<file path="src/rtl/adder_pkg.sv">
// Purpose : shared constants and state encoding for the adder datapath blocks.
// Latency : n/a (types and constants only).
// Backpressure: n/a.
package adder_pkg;

    // Default widths of the upstream adder sum and of the accumulator.
    localparam int DEFAULT_DATA_W = 5;
    localparam int DEFAULT_ACC_W  = 8;

    // Sum counter width; large enough for up to 15 sums per result.
    localparam int CNT_W = 4;

    typedef enum logic [1:0] {
        IDLE  = 2'd0,
        ACCUM = 2'd1,
        HOLD  = 2'd2
    } acc_state_t;

endpackage : adder_pkg

</file>
<file path="src/rtl/sum_accumulator.sv">
// Purpose : accumulates NUM_SUMS upstream adder sums into one ACC_W-bit total with sticky wrap flag.
// Latency : out_valid rises the cycle after the accept that completes the set.
// Backpressure: in_ready drops while a result is held; the result is held until out_ready.
//
// Ports:
//   clk, rst_n           clock, asynchronous active-low reset
//   in_sum/in_valid/in_ready    sum input handshake (in_ready low while holding or clearing)
//   clear                synchronous abort, wins over accept and out_ready
//   out_total/out_ovf/out_valid/out_ready   result handshake; total and flag read 0 in IDLE
//   busy                 high whenever not IDLE
module sum_accumulator
    import adder_pkg::*;
#(
    parameter int DATA_W   = DEFAULT_DATA_W,
    parameter int NUM_SUMS = 4,
    parameter int ACC_W    = DEFAULT_ACC_W
) (
    input  logic              clk,
    input  logic              rst_n,
    input  logic [DATA_W-1:0] in_sum,
    input  logic              in_valid,
    output logic              in_ready,
    input  logic              clear,
    output logic [ACC_W-1:0]  out_total,
    output logic              out_ovf,
    output logic              out_valid,
    input  logic              out_ready,
    output logic              busy
);

    acc_state_t        r_state, w_state_nxt;
    logic [ACC_W-1:0]  r_acc,   w_acc_nxt;
    logic [CNT_W-1:0]  r_cnt,   w_cnt_nxt;
    logic              r_ovf,   w_ovf_nxt;

    logic              w_accept;
    logic [ACC_W:0]    w_add;      // extra MSB captures the carry out of the accumulator
    logic [CNT_W-1:0]  w_cnt_inc;
    logic              w_last;

    assign in_ready  = !clear && (r_state != HOLD);
    assign w_accept  = in_valid && in_ready;
    assign w_add     = (ACC_W+1)'(r_acc) + (ACC_W+1)'(in_sum);
    assign w_cnt_inc = r_cnt + CNT_W'(1);
    assign w_last    = (w_cnt_inc == CNT_W'(NUM_SUMS));

    assign out_total = r_acc;
    assign out_ovf   = r_ovf;
    assign out_valid = (r_state == HOLD);
    assign busy      = (r_state != IDLE);

    always_ff @(posedge clk or negedge rst_n) begin
        if (!rst_n) begin
            r_state <= IDLE;
            r_acc   <= '0;
            r_cnt   <= '0;
            r_ovf   <= 1'b0;
        end else begin
            r_state <= w_state_nxt;
            r_acc   <= w_acc_nxt;
            r_cnt   <= w_cnt_nxt;
            r_ovf   <= w_ovf_nxt;
        end
    end

    always_comb begin
        w_state_nxt = r_state;
        w_acc_nxt   = r_acc;
        w_cnt_nxt   = r_cnt;
        w_ovf_nxt   = r_ovf;

        if (clear) begin
            // Abort wins over everything; any sum offered this cycle is dropped
            // because in_ready is already low.
            w_state_nxt = IDLE;
            w_acc_nxt   = '0;
            w_cnt_nxt   = '0;
            w_ovf_nxt   = 1'b0;
        end else begin
            case (r_state)
                IDLE: begin
                    if (w_accept) begin
                        w_acc_nxt   = ACC_W'(in_sum);
                        w_cnt_nxt   = CNT_W'(1);
                        w_ovf_nxt   = 1'b0;
                        w_state_nxt = (NUM_SUMS == 1) ? HOLD : ACCUM;
                    end
                end
                ACCUM: begin
                    if (w_accept) begin
                        w_acc_nxt = w_add[ACC_W-1:0];
                        w_ovf_nxt = r_ovf | w_add[ACC_W];
                        w_cnt_nxt = w_cnt_inc;
                        if (w_last) begin
                            w_state_nxt = HOLD;
                        end
                    end
                end
                HOLD: begin
                    if (out_ready) begin
                        w_state_nxt = IDLE;
                        w_acc_nxt   = '0;
                        w_cnt_nxt   = '0;
                        w_ovf_nxt   = 1'b0;
                    end
                end
                default: begin
                    w_state_nxt = IDLE;
                    w_acc_nxt   = '0;
                    w_cnt_nxt   = '0;
                    w_ovf_nxt   = 1'b0;
                end
            endcase
        end
    end

endmodule : sum_accumulator
</file>
<file path="config.mk">
export PLATFORM = sky130hd
export DESIGN_NAME = sum_accumulator
export DESIGN_NICKNAME = d
export VERILOG_FILES = /design/src/rtl/adder_pkg.sv /design/src/rtl/sum_accumulator.sv
export SDC_FILE = /design/constraint.sdc
export NUM_CORES = 1
export LEC_CHECK = 0
export ABC_AREA = 0
export CAP_MARGIN = 40
export CORE_ASPECT_RATIO = 1.2
export CORE_MARGIN = 1
export CORE_UTILIZATION = 53
export DETAILED_ROUTE_END_ITERATION = 16
export PLACE_DENSITY = 0.93
export SYNTH_ARGS = -nofsm -noshare
export SYNTH_HDL_FRONTEND = slang
export SYNTH_SLANG_ARGS = --single-unit
export TNS_END_PERCENT = 1
</file>
<file path="constraint.sdc">
create_clock -name clk -period 2.5 [get_ports clk]
set_input_delay 0.375 -clock clk [delete_from_list [all_inputs] [get_ports clk]]
set_output_delay 0.375 -clock clk [all_outputs]
set_load 0.005 [all_outputs]
</file>
# Word-level counts from Yosys, hierarchy flattened
# Cells that the tools add are included.
# op_classes
n_reduce_logical,7
eq_ne,8
bitwise_logic,1
muxes,21
add_sub_neg,2
# op_table
op,count
$mux 8,4
$pmux 8 s3,1
$mux 4,4
$pmux 4 s3,1
$mux 2,5
$add 8x5->9,1
$ne 3x3->1 const B,3
$pmux 2 s3,1
$add 4x1->4 const B,1
$eq 4x3->1 const B,1
$mux 1,4
$reduce_and 4->1,1
$ne 3x2->1 const B,1
$pmux 1 s3,1
$reduce_and 3->1,1
$eq 2x1->1 const B,1
$eq 2x2->1 const B,1
$logic_and 1x1->1,2
$logic_not 2->1,1
$ne 2x2->1 const B,1
$reduce_bool 2->1,1
$logic_not 1->1,1
$or 1x1->1,1
# word_totals
reg_bits,15
out_inout_bits,12
input_bits,10

# Longest topological paths before layout
# logic_depth
depth_word,6
depth_mapped,7

# Least setup slack after synthesis
# Ideal clock, no wire load.
# synth_timing
path_type,flip-flop to flip-flop
from,register r_acc[0] (netlist: out_total[0])
to,register r_acc[6] (netlist: out_total[6])
setup_ns,0.130
path_slack_ns,0.780
stages_incl_launch_ff,8
period_less_slack_ns,1.720
t_arrival_ns,1.590
n_path_buf,0
cell_sequence,dfrtp_1 ha_1 fa_1 a211oi_1 o21bai_1 nand3_1 xor2_1 nor2_1
# synth_via
elab_chain_len,4
# synth_rtl
element,line_no,source
from (decl),sum_accumulator.sv:32,"logic [ACC_W-1:0] r_acc, w_acc_nxt;"
from (signal assigned),sum_accumulator.sv:60,r_acc <= w_acc_nxt;
$add 8x5->9,sum_accumulator.sv:43,assign w_add = (ACC_W+1)'(r_acc) + (ACC_W+1)'(in_sum);
$mux 8,sum_accumulator.sv:90,if (w_accept) begin
$pmux 8 s3,sum_accumulator.sv:80,case (r_state)
$mux 8,sum_accumulator.sv:72,if (clear) begin
# Every way passes these cells. The select of a mux whose other input is x is not followed.
# A chain may end at the register's enable or synchronous reset.

# Worst setup path after layout
# layout_timing
from,register r_state[0]
to,output port in_ready
# layout_via
elab_chain_len,2
# layout_rtl
element,line_no,source
from (decl),sum_accumulator.sv:31,"acc_state_t r_state, w_state_nxt;"
from (signal assigned),sum_accumulator.sv:59,r_state <= w_state_nxt;
$ne 2x2->1,sum_accumulator.sv:41,assign in_ready = !clear && (r_state != HOLD);
$logic_and 1x1->1,sum_accumulator.sv:41,
to (decl),sum_accumulator.sv:22,"output logic in_ready,"
# Every way passes these cells.

==> results.sh <==
export IMPL_globalRouteTotalUtil_pct=25.00
export IMPL_endpoint_required_time_on_the_critical_path_ns=2.12
export IMPL_master_cell_of_the_clock_root_buffer="sky130_fd_sc_hd__clkbuf_4"
export IMPL_arrival_ns=1.73
export IMPL_globalplace_congestion=0.7654
export IMPL_cts_repair_resize_count=0
export IMPL_total_power_w=0.0005350
export IMPL_synth_top_cells_by_area="sky130_fd_sc_hd__dfrtp_1, sky130_fd_sc_hd__ha_1, sky130_fd_sc_hd__a21oi_1, sky130_fd_sc_hd__o21ai_0, sky130_fd_sc_hd__o21ai_1"
export IMPL_power_static_leakage_nw=0.5563
export IMPL_post_cts_buffers=0
export IMPL_number_of_vias_per_cell=6.232
export IMPL_tightestPinTransition_ns=0.7012
export IMPL_drt_iter0_drc=21
export IMPL_r2r_start="out_total[0]$_DFFE_PN0P_"
export IMPL_post_route_min_period_ns=2.102
export IMPL_placed_cell_area_um2=1197
export IMPL_drt_pass1_iter_count=6
export IMPL_netlist_instances=100
export IMPL_chipWidth_um=41.17
export IMPL_synth_top_area_cell="sky130_fd_sc_hd__dfrtp_1"
export IMPL_mostFrequentLayoutCells="sky130_fd_sc_hd__clkdlybuf4s50_1, sky130_fd_sc_hd__dfrtp_1, sky130_fd_sc_hd__nand2_1, sky130_fd_sc_hd__nor2_1, sky130_fd_sc_hd__ha_1"
export IMPL_worstSetupEndpointType="primary output"
export IMPL_pin_count=22
export IMPL_core_area_um2=1682
export IMPL_grt_start_max_net_pins=16
export IMPL_tcrit_tclk_final_pct=84.08
export IMPL_syn_num_nets=118
export IMPL_mostFrequentLayoutCell="sky130_fd_sc_hd__clkdlybuf4s50_1"
export IMPL_cts_tree="yes"
export IMPL_grt_antenna_before_repair=0
export IMPL_hold_buffers=0
export IMPL_initial_core_utilization_pct=58.04
export IMPL_timing_worst_setup_path_type="reg2out"
export IMPL_worst_setup_path_start_kind="register"
export IMPL_design_area_um2=1224
export IMPL_detail_route_drc_violations=0
export IMPL_finalHoldWorstSlack_ns=0.5045
export IMPL_setup_tns_final_ns=0
export IMPL_synth_edf_count=0
export IMPL_dieArea_um2=2018
export IMPL_detail_route_wirelength_um=2242
export IMPL_num_vias=885
export IMPL_max_cap_viol_count=0
export IMPL_grt_overflow_total=0
export IMPL_drive_above_1_share_pct=9.677
export IMPL_nets=143
export IMPL_final_setup_skew_ns=0.003814
export IMPL_area_fraction_in_and_or_nand_and_nor_cells_after_synthesis_pct=17.05
export IMPL_max_freq_mhz=475.7
export IMPL_hpwl_um=1677
export IMPL_synth_mux_area_share_pct=2.051
export IMPL_synth_seq_area_share_pct=38.46
export IMPL_async_set_or_reset_flop_fraction_in_the_synthesized_netlist_pct=100.0
export IMPL_number_of_global_route_vias_before_repair=874
export IMPL_synthAdderAreaFrac_pct=11.03
export IMPL_clock_insertion_delay_worst_skew_ns=0.28
export IMPL_synth_ff_latch_count=15
export IMPL_netlist_area_leader_share_pct=38.46
export IMPL_clock_sinks=15
export IMPL_synthFlopType="sky130_fd_sc_hd__dfrtp_1"
export IMPL_postRouteAntennaNets=0
export IMPL_antenna_cells=0
export IMPL_std_cell_rows=16
export IMPL_detail_routed_net_length_per_standard_cell_um=15.79
export IMPL_floorplan_die_height_um=49.01
export IMPL_reg2reg_depth=7
export IMPL_dominant_combinational_cell_family_by_area_after_synthesis="compound AO/OA/AOI/OAI gates"
export IMPL_timing_hold_violations_final=0
export IMPL_status="completed"
export IMPL_synth_compound_gate_area_share_pct=24.62
export IMPL_global_route_wire_length_before_repair_um=3484
export IMPL_io_buffer_count=21
export IMPL_syn_to_final_growth_pct=25.38
export IMPL_crit_start="r_state[0]$_DFFE_PN0P_"
export IMPL_worst_hold_path_type="in2async"
export IMPL_yosysWarnings=0
export IMPL_cts_inserted_buffers=3
export IMPL_power_ir_vdd_worst_uv=363.9
export IMPL_p_per_cell_area_nw_per_um2=437.2
export IMPL_synth_xor_area_share_pct=4.487
export IMPL_finalSetupViolations=0
export IMPL_clk_path_buf_depth=2
export IMPL_drv_slew=0
export IMPL_worstPathMaxFanout=10
export IMPL_setup_repair_after_global_routing_missed_its_margin="false"
export IMPL_syn_mean_instance_area_um2=9.759
export IMPL_slew_headroom_pct=53.11
export IMPL_clkTransAtPathRegs_ns=0.08
export IMPL_htree_num_levels=1
export IMPL_netlist_cell_type_count=36
export IMPL_syn_area_um2=975.9
[final timing paths]
path | slack (ns) | endpoint
worst max-delay path | 0.40 | in_ready
worst min-delay path | 0.50 | r_cnt[3]$_DFFE_PN0P_
worst max register to register | 0.63 | out_total[6]$_DFFE_PN0P_
worst min register to register | 0.52 | out_ovf$_DFFE_PN0P_
max in group asynchronous | 1.55 | out_total[5]$_DFFE_PN0P_
min in group clk | 0.52 | out_ovf$_DFFE_PN0P_
[critical path, cell delays in order (launching register included)]
cell and delay (ns):
sky130_fd_sc_hd__dfrtp_1 0.62, sky130_fd_sc_hd__nor2_1 0.13, sky130_fd_sc_hd__nor2_1 0.17, sky130_fd_sc_hd__clkdlybuf4s50_1 0.53
[stage by stage]
step | cells | util (%) | worst slack (ns)
2_1_floorplan | 100 | - | 0.7799
6_report | 142 | 72.77 | 0.3979
3_5_place_dp | 138 | 71.21 | 0.2203
4_1_cts | 142 | 72.77 | 0.4413
5_1_grt | 142 | 72.77 | 0.3591
3_3_place_gp | 138 | 71.21 | 0.2703
[report_power, final]
part | internal, W | switching [W]
sequential | 0.000253 | 0.0000146
combinational | 0.0000671 | 0.0000638
clock | 0.0000620 | 0.0000748
[kinds of logic after synthesis]
kind of cell,after synthesis
DFF,15
adders and majority gates,8
xor gates and xnor gates,5
and+or+nand+nor,31
muxes,2
AOI/OAI and AO/OA,35
buffers and inverters,4
[registers in the layout, summed over array words and instances (netlist names)]
name	count
r_state	2
out_ovf	1
out_total	8
r_cnt	4
[per-layer routing]
layer / global-route usage, % / share of wire (%) / vias to the layer above
met5: 0 / 0 / -
met4: 12.90 / 2.9 / 0
met3: 5.023 / 5.4 / 9
met2: 40.89 / 49 / 39
met1: 28.70 / 43 / 423
li1: - / - / 414
[cells in the mapped netlist (2+ instances only)]
master / count
sky130_fd_sc_hd__mux2i_1: 2
sky130_fd_sc_hd__xnor2_1: 2
sky130_fd_sc_hd__xor2_1: 3
sky130_fd_sc_hd__or3_1: 2
sky130_fd_sc_hd__a21oi_1: 6
sky130_fd_sc_hd__dfrtp_1: 15
sky130_fd_sc_hd__nand2_1: 8
sky130_fd_sc_hd__ha_1: 7
sky130_fd_sc_hd__o21bai_1: 2
sky130_fd_sc_hd__o21ai_1: 6
sky130_fd_sc_hd__a31oi_1: 2
sky130_fd_sc_hd__a211oi_1: 2
sky130_fd_sc_hd__a21o_1: 3
sky130_fd_sc_hd__nand3_1: 4
sky130_fd_sc_hd__nor2_1: 8
sky130_fd_sc_hd__nor2_2: 2
sky130_fd_sc_hd__inv_1: 2
sky130_fd_sc_hd__o21ai_0: 6
[area by class of cell]
class | count | area [um2]
fill | 132 | 457.9
multi-input combinational | 81 | 578.1
timing repair buffer | 21 | 210.2
tap | 18 | 22.52
inverter | 3 | 11.26
clock buffer | 4 | 26.28
sequential | 15 | 375.4
Note: power is estimated with default switching activity, not from simulation.
